### src/rtl/mem_arbiter.sv
// -----------------------------------------------------------------------------
// mem_arbiter
//   Two-requester arbiter in front of a single shared memory port
//   (memory_unit / BSRAM with combinational read data). Each accepted request
//   runs a fixed three-cycle transaction: grant (IDLE), memory access (ACCESS),
//   response (RESP). Ties are resolved round-robin, or with port 0 always
//   winning when MEM_ARB_FIXED_PRIORITY_EN is defined.
//
// Parameters
//   CORE          core index for debug reporting
//   DATA_WIDTH    requester / memory data width
//   ADDRESS_BITS  requester / memory address width
//
// Ports
//   clock, reset                 rising-edge clock, synchronous active-high reset
//   rN_read/rN_write             requester N (N=0,1) request, held until granted
//   rN_address, rN_wdata         requester N address and store data
//   rN_grant                     one-cycle pulse: request accepted
//   rN_valid, rN_rdata           one-cycle response pulse and its data
//   mem_read/mem_write           memory enables (only driven in ACCESS)
//   mem_address, mem_wdata       memory address and store data
//   mem_rdata                    combinational memory read data
//   busy                         high while the FSM is not in IDLE
//   report                       debug trace request (no effect on logic)
//
// Configuration macro: MEM_ARB_FIXED_PRIORITY_EN
// -----------------------------------------------------------------------------
module mem_arbiter #(
  parameter int CORE         = 0,
  parameter int DATA_WIDTH   = 32,
  parameter int ADDRESS_BITS = 8
) (
  input  logic                    clock,
  input  logic                    reset,
  input  logic                    r0_read,
  input  logic                    r0_write,
  input  logic [ADDRESS_BITS-1:0] r0_address,
  input  logic [DATA_WIDTH-1:0]   r0_wdata,
  output logic                    r0_grant,
  output logic                    r0_valid,
  output logic [DATA_WIDTH-1:0]   r0_rdata,
  input  logic                    r1_read,
  input  logic                    r1_write,
  input  logic [ADDRESS_BITS-1:0] r1_address,
  input  logic [DATA_WIDTH-1:0]   r1_wdata,
  output logic                    r1_grant,
  output logic                    r1_valid,
  output logic [DATA_WIDTH-1:0]   r1_rdata,
  output logic                    mem_read,
  output logic                    mem_write,
  output logic [ADDRESS_BITS-1:0] mem_address,
  output logic [DATA_WIDTH-1:0]   mem_wdata,
  input  logic [DATA_WIDTH-1:0]   mem_rdata,
  output logic                    busy,
  input  logic                    report
);

  localparam logic [1:0] IDLE   = 2'd0;
  localparam logic [1:0] ACCESS = 2'd1;
  localparam logic [1:0] RESP   = 2'd2;

  logic [1:0]              state_q, state_d;
  logic                    owner_q, owner_d;
  logic                    rd_q, rd_d;
  logic                    wr_q, wr_d;
  logic [ADDRESS_BITS-1:0] addr_q, addr_d;
  logic [DATA_WIDTH-1:0]   wdata_q, wdata_d;
  logic [DATA_WIDTH-1:0]   rdata_q, rdata_d;

  logic pend0, pend1, any_pend, win1;

  // The trace hook carries no functional meaning in hardware.
  logic unused_debug;
  assign unused_debug = report ^ (CORE != 0);

  assign pend0    = r0_read | r0_write;
  assign pend1    = r1_read | r1_write;
  assign any_pend = pend0 | pend1;

`ifdef MEM_ARB_FIXED_PRIORITY_EN
  // Port 1 only wins when port 0 is not asking.
  assign win1 = pend1 & ~pend0;
`else
  // last_grant_q holds the index of the port granted most recently; on a tie
  // the other port wins.
  logic last_grant_q, last_grant_d;
  assign win1 = pend1 & (~pend0 | ~last_grant_q);
`endif

  always_comb begin
    state_d = state_q;
    owner_d = owner_q;
    rd_d    = rd_q;
    wr_d    = wr_q;
    addr_d  = addr_q;
    wdata_d = wdata_q;
    rdata_d = rdata_q;
`ifndef MEM_ARB_FIXED_PRIORITY_EN
    last_grant_d = last_grant_q;
`endif
    case (state_q)
      IDLE: begin
        if (any_pend) begin
          owner_d = win1;
          rd_d    = win1 ? r1_read    : r0_read;
          wr_d    = win1 ? r1_write   : r0_write;
          addr_d  = win1 ? r1_address : r0_address;
          wdata_d = win1 ? r1_wdata   : r0_wdata;
`ifndef MEM_ARB_FIXED_PRIORITY_EN
          last_grant_d = win1;
`endif
          state_d = ACCESS;
        end
      end
      ACCESS: begin
        // Read+write returns the store data directly so the response does not
        // depend on the memory's forwarding path; write-only returns zero.
        if (rd_q) begin
          rdata_d = wr_q ? wdata_q : mem_rdata;
        end else begin
          rdata_d = '0;
        end
        state_d = RESP;
      end
      RESP:    state_d = IDLE;
      default: state_d = IDLE;
    endcase
  end

  always_ff @(posedge clock) begin
    if (reset) begin
      state_q <= IDLE;
      owner_q <= 1'b0;
      rd_q    <= 1'b0;
      wr_q    <= 1'b0;
      addr_q  <= '0;
      wdata_q <= '0;
      rdata_q <= '0;
`ifndef MEM_ARB_FIXED_PRIORITY_EN
      last_grant_q <= 1'b1;
`endif
    end else begin
      state_q <= state_d;
      owner_q <= owner_d;
      rd_q    <= rd_d;
      wr_q    <= wr_d;
      addr_q  <= addr_d;
      wdata_q <= wdata_d;
      rdata_q <= rdata_d;
`ifndef MEM_ARB_FIXED_PRIORITY_EN
      last_grant_q <= last_grant_d;
`endif
    end
  end

  // Every output is qualified with ~reset so that asserting reset mid
  // transaction suppresses the memory write and the response immediately.
  logic in_idle, in_access, in_resp;
  assign in_idle   = (state_q == IDLE)   & ~reset;
  assign in_access = (state_q == ACCESS) & ~reset;
  assign in_resp   = (state_q == RESP)   & ~reset;

  assign r0_grant = in_idle & any_pend & ~win1;
  assign r1_grant = in_idle & any_pend &  win1;

  assign r0_valid = in_resp & ~owner_q;
  assign r1_valid = in_resp &  owner_q;
  assign r0_rdata = r0_valid ? rdata_q : '0;
  assign r1_rdata = r1_valid ? rdata_q : '0;

  assign mem_read    = in_access & rd_q;
  assign mem_write   = in_access & wr_q;
  assign mem_address = in_access ? addr_q  : '0;
  assign mem_wdata   = in_access ? wdata_q : '0;

  assign busy = (state_q != IDLE) & ~reset;

endmodule

### config.mk
export PLATFORM = sky130hd
export DESIGN_NAME = mem_arbiter
export DESIGN_NICKNAME = d
export VERILOG_FILES = /design/src/rtl/mem_arbiter.sv
export SDC_FILE = /design/constraint.sdc
export NUM_CORES = 1
export LEC_CHECK = 0
export ABC_AREA = 0
export CAP_MARGIN = 0
export CORE_UTILIZATION = 25
export CTS_CLUSTER_DIAMETER = 120
export DETAILED_ROUTE_END_ITERATION = 10
export GPL_TIMING_DRIVEN = 1
export SYNTH_ARGS = -nofsm -noshare
export SYNTH_HDL_FRONTEND = slang
export SYNTH_SLANG_ARGS = --single-unit
### constraint.sdc
create_clock -name clock -period 1.7 [get_ports clock]
set_input_delay 0.17 -clock clock [delete_from_list [all_inputs] [get_ports clock]]
set_output_delay 0.17 -clock clock [all_outputs]
set_load 0.05 [all_outputs]
Yosys cells after proc, flatten, opt, wreduce, memory -nomap -nowiden
Cells that the tools add are included.
- memories: 0
- bits in writable memories: 0
- word-level logic and storage cells: 47
- latch bits: 0
- output and inout port bits: 111
- flip-flop bits (word level): 78
- ROM bits: 0
- divide/modulo/power cells: 0
- equality and inequality tests: 3
- add/subtract/negate cells: 0
- multiply operators: 0
- order comparisons: 0
- shifts and indexed selects: 0
- muxes and demuxes: 12
- reduce and logical (&&, ||, !) cells: 3
- bitwise logic cells: 21
- operators with widths (kind ; count):
    32-bit two-way mux ; 6
    8-bit two-way mux ; 2
    1-bit AND ; 12
    1-bit inverter ; 5
    1-bit bitwise OR ; 4
    2-bit one-hot mux with 2 select lines ; 1
    2-bit by 1-bit equality test with 1-bit output (second input constant) ; 1
    2-bit equality test (second input constant) ; 1
    2-bit logical NOT ; 1
    1-bit two-way mux ; 2
    2-bit two-way mux ; 1
    2-bit != test (second input constant) ; 1
    2-bit AND reduction ; 1
    2-bit nonzero test ; 1

Longest topological paths before layout
Gate-level depths: netlist of run 1.
- depth after elaboration: 6
- mapped depth: 5
- mapped depth without buffers: 3

Worst setup path before layout of run 1
OpenSTA, ideal clock, no wires.
- kind: register to output
- from: register state_q[0]
- to: output r0_rdata[22]
- stages on the path, launching flop included: 4
- setup slack: -0.317 ns
- arrival time: 1.847 ns
- cell sequence: dfxtp_1 -> nor4b_2 -> clkbuf_1 -> and2_1
- cells in the longest elaborated chain, start to end: 4
- RTL lines (element ; line ; text):
    from (decl) ; 62 ; logic [1:0] state_q, state_d;
    from (signal assigned) ; 143 ; state_q <= state_d;
    2-bit equality test ; 161 ; assign in_resp = (state_q == RESP) & ~reset;
    1-bit AND ; 161 ;
    1-bit AND ; 166 ; assign r0_valid = in_resp & ~owner_q;
    via r0_valid ; 40 ; output logic r0_valid,
    32-bit two-way mux ; 168 ; assign r0_rdata = r0_valid ? rdata_q : '0;
    to (decl) ; 41 ; output logic [DATA_WIDTH-1:0] r0_rdata,
The timed path passes the listed nets, and every way through them passes these cells.

Final worst setup path of run 1
- from: register state_q[0]
- to: output mem_address[4]
- cells in the longest elaborated chain, start to end: 3
- RTL lines (element ; line ; text):
    2-bit by 1-bit equality test with 1-bit output ; 160 ; assign in_access = (state_q == ACCESS) & ~reset;
    1-bit AND ; 160 ;
    8-bit two-way mux ; 173 ; assign mem_address = in_access ? addr_q : '0;
    to (decl) ; 51 ; output logic [ADDRESS_BITS-1:0] mem_address,
No other way between the ends.

==> impl_metrics.csv, run 1 <==
group,metric,value,unit
status,violations,"setup timing",
synth,synth_top_cell_area_share,36.34,%
route,wl_per_cell,21.85,um
grt,grt.total_usage,23.45,%
sta,worst_slew_pin_slew,0.7098,ns
placed_design,portBuffers,228,
synth,ys_seq_elements,78,
floorplan,core-area,16700,um2
grt,grt_start_max_net_pins,34,
sta,setup_viol,110,
worst_setup_path,cp_num_cells,6,
sta,max_freq,0.5409,GHz
synth,synth_edf_count,0,
synth,avgSynthCellArea,8.441,um2
pwr,peakVddDrop,0.0004915,V
synth,ys_warn_count,0,
floorplan,pin_count,230,
placed_design,post-place-ws,-0.4683,ns
synth,synthTopCellsByArea,"dfxtp_1, and2_1, a311oi_1",
route,drt_iter0_drc,358,
floorplan,num_rows,47,
grt,antenna_found_initial,0,
grt,gr-total-overflow,0,
worst_setup_path,cpMostUsedCell,"buf_12",
cts,cts_sinks,78,
min_path,holdPathStages,3,
status,status,"finished, violations left",
cells_and_area,nFillCells,1394,
cts,clock_latency,0.34,ns
worst_setup_path,crit_slowest_cell,"dfxtp_2",
cts,clock-root-buffer,"clkbuf_16",
route,ant_nets,0,
worst_setup_path,worstPathMaxFanout,9,
route,drc,0,
cts,htreeDepth,3,
cells_and_area,final_common_cell,"buf_12",
cts,tritoncts,"yes",
synth,ys_types,31,
synth,syn_nets,628,
worst_setup_path,worstRegToRegCells,3,
cells_and_area,finish.utilization,55.97,%
synth,syn_inst,509,
synth,synth_top_area_cell,"dfxtp_1",
floorplan,die-width,133.1,um
sta,final-hold-violation-count,0,
cells_and_area,final_cell_mix,"buf_12, clkdlybuf4s50_1, dfxtp_1",
worst_setup_path,r2r_end,"wdata_q[23]",
floorplan,initial_core_util,25.73,%
worst_setup_path,worst-path-buf-inv,4,
worst_setup_path,crit_end,"mem_address[4]",
route,first_pass_iters,5,
sta,rsz0062_at_grt,"true",
sta,min_period,1.849,ns
route,wl_met1,8792,um
worst_setup_path,critical_path_class,"register to output port",
route,vias_per_cell,5.383,
cells_and_area,diodes,0,
cells_and_area,finalInstanceArea,9348,um2
pwr,finalPower,5958,uW
placed_design,gp_congestion,0.8615,
route,routed.top_layer,"met4",
placed_design,dp.cells,935,
worst_setup_path,regToRegStartpoint,"state_q[1]",
sta,timing.final.crit_share,108.8,%
cells_and_area,area_growth,117.6,%
cts,cts.clk_slew.worst_paths,0.06,ns
sta,drv_slew,0,
floorplan,die-area,17710,um2
grt,grt_pass1_vias,5389,
sta,max-slew-margin-rel,52.63,%
worst_setup_path,required,1.53,ns
worst_setup_path,critPathLaunch,"state_q[0]",
route,wl_met2,10330,um
floorplan,die_h,133.1,um
cells_and_area,layout-drive-gt1-share,42.78,%
sta,worst_slack,-0.1488,ns
worst_setup_path,worstSetupStartpointType,"register",
grt,grt_first_pass_wirelength,31310,um
cts,clock_path_buffers,2,
pwr,powerDensity,637.3,nW/um2
min_path,hp-class,"primary input to register",
worst_setup_path,crit_family,"buffers and inverters",
sta,skew,0.003616,ns
cells_and_area,fin_nets,877,
placed_design,dp_hpwl,13370,um
cts,cts_hold_buf,0,
worst_setup_path,crit_chain,"buf_6 -> nor2b_4 -> buf_12 -> buf_12 -> and3_4 -> buf_12",
worst_setup_path,arrival,1.68,ns
cts,numCtsBuffers,9,
worst_setup_path,ff2ff_setup_slack,0.02,ns
worst_setup_path,endpoint_kind,"output port",
placed_design,postPlaceCellArea,8117,um2
route,wl_met3,1623,um
route,drt_wl_total,21460,um
worst_setup_path,critPathMaxStageDelay,0.34,ns
synth,synth_top_flop_cell,"dfxtp_1",
cells_and_area,finalNonFillerCells,982,
pwr,leakagePower,0.003510,uW
route,via_count,5286,
synth,async_reset_ff_share,0,%
flow_run,drv_cap,0,
synth,synth_area,4297,um2
synth,seq_area_frac_synth,36.34,%
[worst min-delay path: cells and delay by family]
family | cells | cell delay, ns
buf+inv | 2 | 0.38
compound gates | 1 | 0.06
[sequential cells by signal, indices dropped and copies added (netlist names)]
| signal | flops |
|---|---|
| wdata_q | 32 |
| rdata_q | 32 |
| owner_q | 1 |
| rd_q | 1 |
| state_q | 2 |
| wr_q | 1 |
| last_grant_q | 1 |
| addr_q | 8 |
[cell type report]
| cell class | count | area (um2) | share of cell area, % |
|---|---|---|---|
| clock buffers | 14 | 264.0 | 2.824 |
| inverters | 3 | 11.26 | 0.1205 |
| repair buffers | 294 | 4262 | 45.59 |
| multi-input cells | 372 | 2965 | 31.72 |
| clock inverters | 1 | 5.005 | 0.05354 |
| well taps | 220 | 275.3 | 2.945 |
| flip-flops and latches | 78 | 1565 | 16.74 |
[cell families (layout without fill, tap and decap cells)]
| family | Yosys count | after routing | synth area share, % |
|---|---|---|---|
| DFF | 78 | 78 | 36.34 |
| muxes | 32 | 32 | 7.513 |
| and+or+nand+nor | 173 | 177 | 23.70 |
| AOI/OAI and AO/OA | 163 | 163 | 25.68 |
| buffers and inverters | 63 | 312 | 6.756 |
[report_power, final]
group / switching (uW) / leakage, uW / internal [uW]
Sequential: 160 / 0.000642 / 2000
Combinational: 996 / 0.00274 / 997
Clock: 741 / 0.000133 / 1060
[worst min path at each step]
stage	startpoint	end
2_1_floorplan	r1_read	rd_q
3_3_place_gp	rdata_q[6]	rdata_q[6]
3_5_place_dp	rdata_q[9]	rdata_q[9]
4_1_cts	reset	wdata_q[19]
5_1_grt	reset	wdata_q[19]
6_report	reset	wdata_q[20]
[per-layer routing]
| metal | track usage (%) | vias up |
|---|---|---|
| met5 | 0 | - |
| met1 | 28.05 | 2538 |
| met4 | 12.06 | 0 |
| met2 | 39.30 | 302 |
| li1 | - | 2401 |
| met3 | 5.365 | 45 |
[through the flow]
step | hold WS (ns) | TNS (ns)
after global routing | 0.3108 | -17.62
final | 0.3268 | -12.61
after floorplan | 0.3337 | -0.05893
after detailed placement | 0.4603 | -17.76
after global placement | 0.4544 | -13.54
after CTS | 0.2794 | -12.19
[cells in the mapped netlist (2+ instances only)]
cell	count
clkbuf_1	36
nand2_1	5
mux2_2	2
nor2_1	7
inv_1	3
nand3_1	46
and2_1	64
mux2i_1	30
a21oi_1	43
buf_6	4
and3_1	41
o2bb2ai_1	30
buf_2	17
a311oi_1	41
or2_2	2
a21oi_2	3
o21ai_0	43
clkbuf_2	2
dfxtp_1	78
[timing repair]
action,CTS,global route
gates resized for setup,138,15
buffers inserted,19,2
setup endpoints to repair,152,153
gates cloned,10,4
pin swaps,11,14
Power figures use the tool's default switching activity.
==> inputs of run 2 (changes only) <==
--- a/config.mk
+++ b/config.mk
@@ -10,7 +10,9 @@
 export CORE_UTILIZATION = 25
 export CTS_CLUSTER_DIAMETER = 120
 export DETAILED_ROUTE_END_ITERATION = 10
-export GPL_TIMING_DRIVEN = 1
+export GPL_TIMING_DRIVEN = 0
+export RECOVER_POWER = 50
+export SLEW_MARGIN = 10
 export SYNTH_ARGS = -nofsm -noshare
 export SYNTH_HDL_FRONTEND = slang
 export SYNTH_SLANG_ARGS = --single-unit
==> impl_metrics.csv, run 2 (synthesis results as in run 1) <==
group,metric,value,unit
status,status,"finished, violations left",
status,violations,"setup timing",
worst_setup_path,r2r_end,"wdata_q[23]",
cells_and_area,area_growth,99.16,%
min_path,hp-class,"primary input to register",
cts,numCtsBuffers,9,
sta,skew,0.006656,ns
sta,worst_slack,-0.1304,ns
sta,min_period,1.830,ns
sta,max-slew-margin-rel,57.91,%
sta,timing.final.crit_share,107.7,%
pwr,peakVddDrop,0.0005238,V
route,drt_wl_total,19990,um
cells_and_area,fin_nets,890,
grt,grt.total_usage,21.32,%
placed_design,portBuffers,228,
floorplan,pin_count,230,
min_path,holdPathStages,3,
worst_setup_path,regToRegStartpoint,"state_q[1]",
grt,grt_first_pass_wirelength,28680,um
floorplan,core-area,16700,um2
route,drc,0,
cts,htreeDepth,3,
cells_and_area,finalNonFillerCells,996,
floorplan,num_rows,47,
grt,gr-total-overflow,0,
cts,tritoncts,"yes",
worst_setup_path,worstPathMaxFanout,5,
route,via_count,5094,
cells_and_area,diodes,0,
worst_setup_path,worstSetupStartpointType,"register",
sta,worst_slew_pin_slew,0.6313,ns
route,first_pass_iters,7,
sta,setup_viol,102,
cells_and_area,final_cell_mix,"clkdlybuf4s50_1, buf_8, dfxtp_1",
route,ant_nets,0,
worst_setup_path,worstRegToRegCells,4,
floorplan,die_h,133.1,um
cells_and_area,finish.utilization,51.24,%
sta,rsz0062_at_grt,"true",
sta,final-hold-violation-count,0,
worst_setup_path,ff2ff_setup_slack,0.10,ns
floorplan,die-width,133.1,um
sta,max_freq,0.5463,GHz
cts,cts_sinks,78,
route,drt_iter0_drc,227,
worst_setup_path,crit_end,"r0_rdata[2]",
worst_setup_path,endpoint_kind,"output port",
grt,grt_pass1_vias,5088,
placed_design,dp.cells,957,
pwr,powerDensity,683.0,nW/um2
cts,clock_latency,0.35,ns
sta,holdWs,0.3675,ns
pwr,leakagePower,0.003343,uW
sta,drv_slew,0,
worst_setup_path,critical_path_class,"register to output port",
placed_design,dp_hpwl,13920,um
floorplan,die-area,17710,um2
floorplan,initial_core_util,25.73,%
cells_and_area,layout-drive-gt1-share,41.11,%
grt,antenna_found_initial,1,
worst_setup_path,arrival,1.66,ns
cells_and_area,final_common_cell,"clkdlybuf4s50_1",
worst_setup_path,critPathLaunch,"state_q[0]",
placed_design,post-place-ws,-1.488,ns
placed_design,gp_congestion,0.8318,
flow_run,drv_cap,0,
worst_setup_path,required,1.53,ns
route,vias_per_cell,5.114,
cts,clock-root-buffer,"clkbuf_16",
cells_and_area,nFillCells,1523,
cells_and_area,reg_top3,"rdata_q (32), wdata_q (32), addr_q (8)",
cts,clock_path_buffers,2,
grt,grt_start_max_net_pins,16,
cts,cts.clk_slew.worst_paths,0.06,ns
route,wl_per_cell,20.07,um
run 2: changes by cell type in the layout (fill, tap and decap cells not counted), sizes merged:
cell / previous run / this run
dlygate4sd2: 0 / 5
inv: 3 / 2
clkinv: 1 / 3
clkbuf: 15 / 48
nor2: 12 / 8
clkdlybuf4s50: 116 / 112
buf: 176 / 159
bufbuf: 1 / 0
clkinvlp: 0 / 1
run 2: routing by layer:
layer  vias up  global-route usage, %  wire length (um)
li1       2434                      -                 -
met1      2383                  26.80              8518
met2       236                  35.05              9564
met3        39                  5.099              1406
met4         2                  8.586               484
met5         -                      0                13
run 2: final cells by class:
| class | count | area, um2 | share of cell area [%] |
|---|---|---|---|
| Buffer | 59 | 473.0 | 5.527 |
| Clock buffer | 13 | 270.3 | 3.158 |
| Clock inverter | 3 | 17.52 | 0.2047 |
| Inverter | 3 | 16.27 | 0.1901 |
| Multi-Input combinational cell | 368 | 2868 | 33.51 |
| Sequential cell | 78 | 1570 | 18.35 |
| Tap cell | 220 | 275.3 | 3.217 |
| Timing Repair Buffer | 252 | 3067 | 35.84 |
run 2: timing repair:
action / CTS / global route
setup endpoints to repair: 147 / 150
cloned: 1 / 6
setup buffers: 9 / 8
gates resized for setup: 881 / 185
hold buffers: 0 / 0
pin swaps: 9 / 13
run 2: worst min path at each step:
| stage | from | end | slack [ns] |
|---|---|---|---|
| 6_report | r1_read | rd_q | 0.37 |
| 5_1_grt | r1_read | rd_q | 0.38 |
| 4_1_cts | r1_read | rd_q | 0.35 |
| 3_5_place_dp | rdata_q[6] | rdata_q[6] | 0.46 |
| 3_3_place_gp | rdata_q[5] | rdata_q[5] | 0.45 |
| 2_1_floorplan | r1_read | rd_q | 0.33 |
run 2: where the power goes:
group | internal, uW | total, uW | switching [uW]
registers | 2000 | 2150 | 152
clock network | 1110 | 1910 | 805
logic | 864 | 1780 | 917
run 2: metrics by stage:
| stage | area [um2] | power, uW | TNS, ns |
|---|---|---|---|
| 2_1_floorplan | 4315 | 2963 | -0.05893 |
| 3_3_place_gp | 6873 | 3614 | -139.53 |
| 3_5_place_dp | 6873 | 3640 | -141.44 |
| 4_1_cts | 7712 | 5669 | -11.99 |
| 5_1_grt | 8557 | 6104 | -13.55 |
| 6_report | 8557 | 5844 | -7.896 |
run 2: critical path, cell delays in order (launching register included):
cell and delay, ns:
dfxtp_4 0.36, nor4b_4 0.30, buf_4 0.21, clkbuf_16 0.15, and2_4 0.14, buf_8 0.14
